## src/rtl/modo_contador_ctrl.sv

```systemverilog
// Command sequencer for the 4-bit multi-mode counter.
// Two requesters share the counter through a round-robin grant. Each granted command:
// - loads its start value,
// - runs the counter for the requested number of steps,
// - counts rco events during the run,
// - returns the final q.
module modo_contador_ctrl #(
  parameter int unsigned LEN_W = 8,
  parameter int unsigned RCO_W = 4
) (
  input  logic             clk,
  input  logic             rst,
  input  logic             req0,
  input  logic             req1,
  input  logic [1:0]       mode0,
  input  logic [1:0]       mode1,
  input  logic [3:0]       d0,
  input  logic [3:0]       d1,
  input  logic [LEN_W-1:0] len0,
  input  logic [LEN_W-1:0] len1,
  output logic             ack0,
  output logic             ack1,
  output logic             done0,
  output logic             done1,
  output logic             busy,
  output logic             enable,
  output logic [1:0]       modo,
  output logic [3:0]       d,
  input  logic [3:0]       q,
  input  logic             rco,
  output logic [3:0]       result_q,
  output logic [RCO_W-1:0] rco_count
);

  typedef enum logic [1:0] {StIdle, StLoad, StRun, StDone} state_t;

  state_t           state_q;
  logic             last_q;   // requester granted most recently (1 -> favour req0)
  logic             gnt_q;    // requester owning the command in flight
  logic [1:0]       mode_q;
  logic [3:0]       d_q;
  logic [LEN_W-1:0] len_q;
  logic [LEN_W-1:0] cnt_q;    // RUN cycles still to go, including the current one

  logic             sel1;
  logic [1:0]       sel_mode;
  logic [3:0]       sel_d;
  logic [LEN_W-1:0] sel_len;

  // Grant selection: a lone requester wins; on a tie the one not granted last wins
  always_comb begin
    sel1     = req1 & (~req0 | ~last_q);
    sel_mode = sel1 ? mode1 : mode0;
    sel_d    = sel1 ? d1 : d0;
    sel_len  = sel1 ? len1 : len0;
  end

  // Sequencer FSM with registered outputs
  always_ff @(posedge clk or negedge rst) begin
    if (!rst) begin
      state_q   <= StIdle;
      last_q    <= 1'b1;
      gnt_q     <= 1'b0;
      mode_q    <= 2'd0;
      d_q       <= 4'd0;
      len_q     <= '0;
      cnt_q     <= '0;
      ack0      <= 1'b0;
      ack1      <= 1'b0;
      done0     <= 1'b0;
      done1     <= 1'b0;
      busy      <= 1'b0;
      enable    <= 1'b0;
      modo      <= 2'd0;
      d         <= 4'd0;
      result_q  <= 4'd0;
      rco_count <= '0;
    end else begin
      ack0  <= 1'b0;
      ack1  <= 1'b0;
      done0 <= 1'b0;
      done1 <= 1'b0;
      unique case (state_q)
        StIdle: begin
          busy   <= 1'b0;
          enable <= 1'b0;
          modo   <= 2'd0;
          d      <= 4'd0;
          if (req0 || req1) begin
            gnt_q     <= sel1;
            last_q    <= sel1;
            mode_q    <= sel_mode;
            d_q       <= sel_d;
            len_q     <= sel_len;
            rco_count <= '0;
            ack0      <= ~sel1;
            ack1      <= sel1;
            busy      <= 1'b1;
            enable    <= 1'b1;
            modo      <= 2'd3;
            d         <= sel_d;
            state_q   <= StLoad;
          end
        end
        StLoad: begin
          // A load command or an empty run has nothing to step
          if (len_q == '0 || mode_q == 2'd3) begin
            enable  <= 1'b0;
            state_q <= StDone;
          end else begin
            enable  <= 1'b1;
            modo    <= mode_q;
            cnt_q   <= len_q;
            state_q <= StRun;
          end
        end
        StRun: begin
          if (rco && rco_count != {RCO_W{1'b1}}) begin
            rco_count <= rco_count + 1'b1;
          end
          if (cnt_q == LEN_W'(1)) begin
            enable  <= 1'b0;
            state_q <= StDone;
          end else begin
            cnt_q <= cnt_q - 1'b1;
          end
        end
        StDone: begin
          result_q <= q;
          done0    <= ~gnt_q;
          done1    <= gnt_q;
          busy     <= 1'b0;
          enable   <= 1'b0;
          modo     <= 2'd0;
          d        <= 4'd0;
          state_q  <= StIdle;
        end
        default: state_q <= StIdle;
      endcase
    end
  end

endmodule

```

## config.mk

```make
export PLATFORM = sky130hd
export DESIGN_NAME = modo_contador_ctrl
export DESIGN_NICKNAME = d
export VERILOG_FILES = /design/src/rtl/modo_contador_ctrl.sv
export SDC_FILE = /design/constraint.sdc
export NUM_CORES = 1
export LEC_CHECK = 0
export ABC_AREA = 1
export ABC_CLOCK_PERIOD_IN_PS = 4500
export CAP_MARGIN = 10
export CELL_PAD_IN_SITES_DETAIL_PLACEMENT = 1
export CELL_PAD_IN_SITES_GLOBAL_PLACEMENT = 2
export CORE_MARGIN = 2
export CORE_UTILIZATION = 29
export DETAILED_ROUTE_END_ITERATION = 8
export PLACE_DENSITY = 0.86
export SYNTH_ARGS = -nofsm -noshare
export SYNTH_HDL_FRONTEND = slang
export SYNTH_SLANG_ARGS = --single-unit
```

## constraint.sdc

```tcl
create_clock -name clk -period 4.5 [get_ports clk]
set_clock_uncertainty 0.15 [all_clocks]
set_input_delay 0.9 -clock clk [delete_from_list [all_inputs] [get_ports clk]]
set_output_delay 0.9 -clock clk [all_outputs]
set_load 0.02 [all_outputs]
```

==> impl_results.md <==
- Status: finished clean
- Worst-skew pair later-pin latency: 290 ps
- Fmax: 413.0 MHz
- Number of setup violations in the final report: 0
- Post-synthesis register bit count: 42
- Number of antenna violations at the first check in global routing: 0
- Drt wl/cell: 13.40 um
- Ant. Diodes: 0
- Peak per-stage delay on the critical path: 640 ps
- Syn nets: 339
- Routed vias: 2101
- TritonRoute pass-1 iters: 4
- Register area share after synthesis: 0.4738
- Number of global-route vias before repair: 2199
- Cell class contributing the biggest share of worst-path delay: buffers and inverters
- Reg-to-Reg Start: state_q[0]
- Residual overflow from global routing: 0
- Maximum number of pins on one net before global-route repair: 43
- Post-CTS sizing: 0
- Starting density of the core: 0.3030
- Slowest library cell on the worst path: sky130_fd_sc_hd__clkdlybuf4s50_1
- Min-delay src: result_q[3]
- Instance count of the mapped netlist: 294
- CP required: 3450 ps
- Num CTS Buffers: 5
- Tmin final: 2421 ps
- Sink count of the clock tree: 42
- Number of unique standard cell types used by synthesis: 24
- DPL Wire Length: 4703 um
- Lkg Pwr: 1.414 nW
- Mapped cell area: 2221 um2
- Syn Area/Cell: 7.554 um2
- Number of standard-cell rows in the floorplan: 31
- Wire length of the first global-routing pass: 10520 um
- Core region area: 7331 um2
- Final Slew Violations: 0
- Worst endpoint data arrival time: 1370 ps
- Remaining DRCs: 0
- Die Height: 91.51 um
- Startpoint type of the worst setup path: flip-flop
- Layout cell share with drive strength beyond 1: 0.07887
- Crit path from: rco_count[0]
- Clock-pin slew on the worst setup and hold paths: 80 ps
- Least-Margin Pin Slew: 952.8 ps
- PD cells: 690.8 nW/um2
- Worst min-delay path category: reg -> reg
- DR vias/cell: 4.628
- Peak supply drop: 0.0002214 V
- TritonCTS clock tree: done
- Largest fanout on the critical path: 5
- Number of ports placed on the die boundary: 57
- Area overhead of the layout relative to synthesis: 34.37%
- Filler Cells Inserted: 918
- Full die area: 8374 um2
- Synth warnings: 0
- Maximum level of the CTS H-tree: 2
- Final hold violation count: 0
- Number of buffers added on ports: 56
- Final antenna-violating net count: 0
- Layout Cell Area excl Fill: 2984 um2
- Cells along the critical path: clkdlybuf4s50_1
- Crit path buf inv count: 1
- # hold bufs at CTS: 0
- Most frequent cells in the layout: sky130_fd_sc_hd__nand2_1 (98), sky130_fd_sc_hd__clkdlybuf4s50_1 (55), sky130_fd_sc_hd__dfrtp_1 (41)
- Setup repair bufs after CTS: 0
- Number of design-rule violations left by the first detailed-router iteration: 70
- Post-Route Setup TNS: 0 ps
- Unrepaired setup endpoints after global routing: no
- Final clock period utilization by the worst path: 0.5381
- Normalized max-slew margin: 0.3648
- Type of the worst setup path: reg -> out
- Placed cell areas: 2889 um2
- Most common library cell in the layout ignoring fill and taps: sky130_fd_sc_hd__nand2_1
- Die extent in x: 91.51 um
- Routability congestion estimate from global placement: 0.7782
- Count of maximum capacitance violations: 0
- Type of element capturing the critical path: primary output
- Final routed wirelength across all metal layers: 6082 um
- Total global routing track utilization: 0.1540
- Nets: 399
- Library cell used as clock root buffer: sky130_fd_sc_hd__clkbuf_8
- Maximum buffer depth of the clock tree: 2
logic make-up after synthesis:
family,count (synthesis),synth area share
adders and majority gates,8,0.04507
AOI/OAI and AO/OA,41,0.1020
and+or+nand+nor,164,0.3121
DFF,42,0.4738
buffers and inverters,39,0.06704
report_power, final:
| part | total, mW | internal (mW) | switching (mW) |
|---|---|---|---|
| Clock | 0.257 | 0.123 | 0.133 |
| Combinational | 1.10 | 0.427 | 0.676 |
| Sequential | 0.702 | 0.556 | 0.146 |
metal layers:
| layer | track usage | vias up | share of wire |
|---|---|---|---|
| li1 | - | 1052 | - |
| met1 | 0.2094 | 1016 | 0.49 |
| met2 | 0.2561 | 28 | 0.48 |
| met3 | 0.02407 | 5 | 0.022 |
| met4 | 0.03788 | 0 | 0.0095 |
| met5 | 0 | - | 0 |
registers in the layout, indices dropped and copies added (netlist names):
name / count
cnt_q: 8
len_q: 8
d: 4
rco_count: 4
result_q: 4
mode_q: 2
modo: 2
state_q: 2
ack0: 1
ack1: 1
busy: 1
done0: 1
done1: 1
enable: 1
gnt_q: 1
last_q: 1
Yosys cell counts:
| master | n | area (um2) |
|---|---|---|
| sky130_fd_sc_hd__a21oi_2 | 2 | 17.52 |
| sky130_fd_sc_hd__nand4_1 | 2 | 12.51 |
| sky130_fd_sc_hd__ha_1 | 8 | 100.1 |
| sky130_fd_sc_hd__a21oi_1 | 5 | 25.02 |
| sky130_fd_sc_hd__nand2_8 | 1 | 20.02 |
| sky130_fd_sc_hd__o21ai_0 | 14 | 70.07 |
| sky130_fd_sc_hd__dfstp_2 | 1 | 26.28 |
| sky130_fd_sc_hd__inv_4 | 1 | 6.260 |
| sky130_fd_sc_hd__dfrtp_1 | 41 | 1026 |
| sky130_fd_sc_hd__o21ai_1 | 15 | 75.07 |
| sky130_fd_sc_hd__inv_2 | 6 | 22.52 |
| sky130_fd_sc_hd__or2_2 | 1 | 6.260 |
| sky130_fd_sc_hd__nand3_1 | 27 | 135.1 |
| sky130_fd_sc_hd__o21ai_2 | 1 | 8.760 |
| sky130_fd_sc_hd__o211ai_1 | 3 | 22.52 |
| sky130_fd_sc_hd__inv_1 | 29 | 108.9 |
| sky130_fd_sc_hd__a21o_1 | 1 | 7.510 |
| sky130_fd_sc_hd__nand2_2 | 3 | 18.77 |
| sky130_fd_sc_hd__nand2_1 | 98 | 367.9 |
| sky130_fd_sc_hd__nor3_2 | 1 | 10.01 |
| sky130_fd_sc_hd__nor2_1 | 28 | 105.1 |
| sky130_fd_sc_hd__nor3_1 | 1 | 5.000 |
| sky130_fd_sc_hd__clkbuf_1 | 3 | 11.26 |
| sky130_fd_sc_hd__nor2_2 | 2 | 12.51 |
area by class of cell:
class | count | area [um2] | share of cell area
Sequential cell | 42 | 1052 | 0.3526
Timing Repair Buffer | 56 | 555.5 | 0.1862
Clock inverter | 2 | 12.51 | 0.004193
Clock buffer | 6 | 82.58 | 0.02767
Inverter | 36 | 137.6 | 0.04612
Multi-Input combinational cell | 213 | 1020 | 0.3417
Tap cell | 99 | 123.9 | 0.04151
path summary, 6_finish.rpt:
| check | depth (start not counted) | endpoint | slack [ps] |
|---|---|---|---|
| setup / recovery | 1 | rco_count[0] | 2080 |
| hold / removal | 2 | result_q[3] | 330 |
| setup reg to reg | 9 | cnt_q[7] | 2280 |
| hold reg to reg | 2 | result_q[3] | 330 |
| max in group asynchronous | 1 | state_q[0] | 3010 |
| min in group asynchronous | 1 | rco_count[2] | 600 |
through the flow:
| stage | hold WS [ps] | util | power [mW] | cells | setup slack [ps] |
|---|---|---|---|---|---|
| after floorplan | 276.3 | - | 1.418 | 294 | 2666 |
| after global placement | 311.1 | 0.3941 | 1.798 | 446 | 1994 |
| after detailed placement | 316.9 | 0.3941 | 1.831 | 446 | 1942 |
| after CTS | 330.1 | 0.4071 | 2.103 | 454 | 2065 |
| after global routing | 362.9 | 0.4071 | 2.276 | 454 | 2036 |
| final | 326.3 | 0.4071 | 2.061 | 454 | 2079 |
Power figures use the tool's default switching activity.
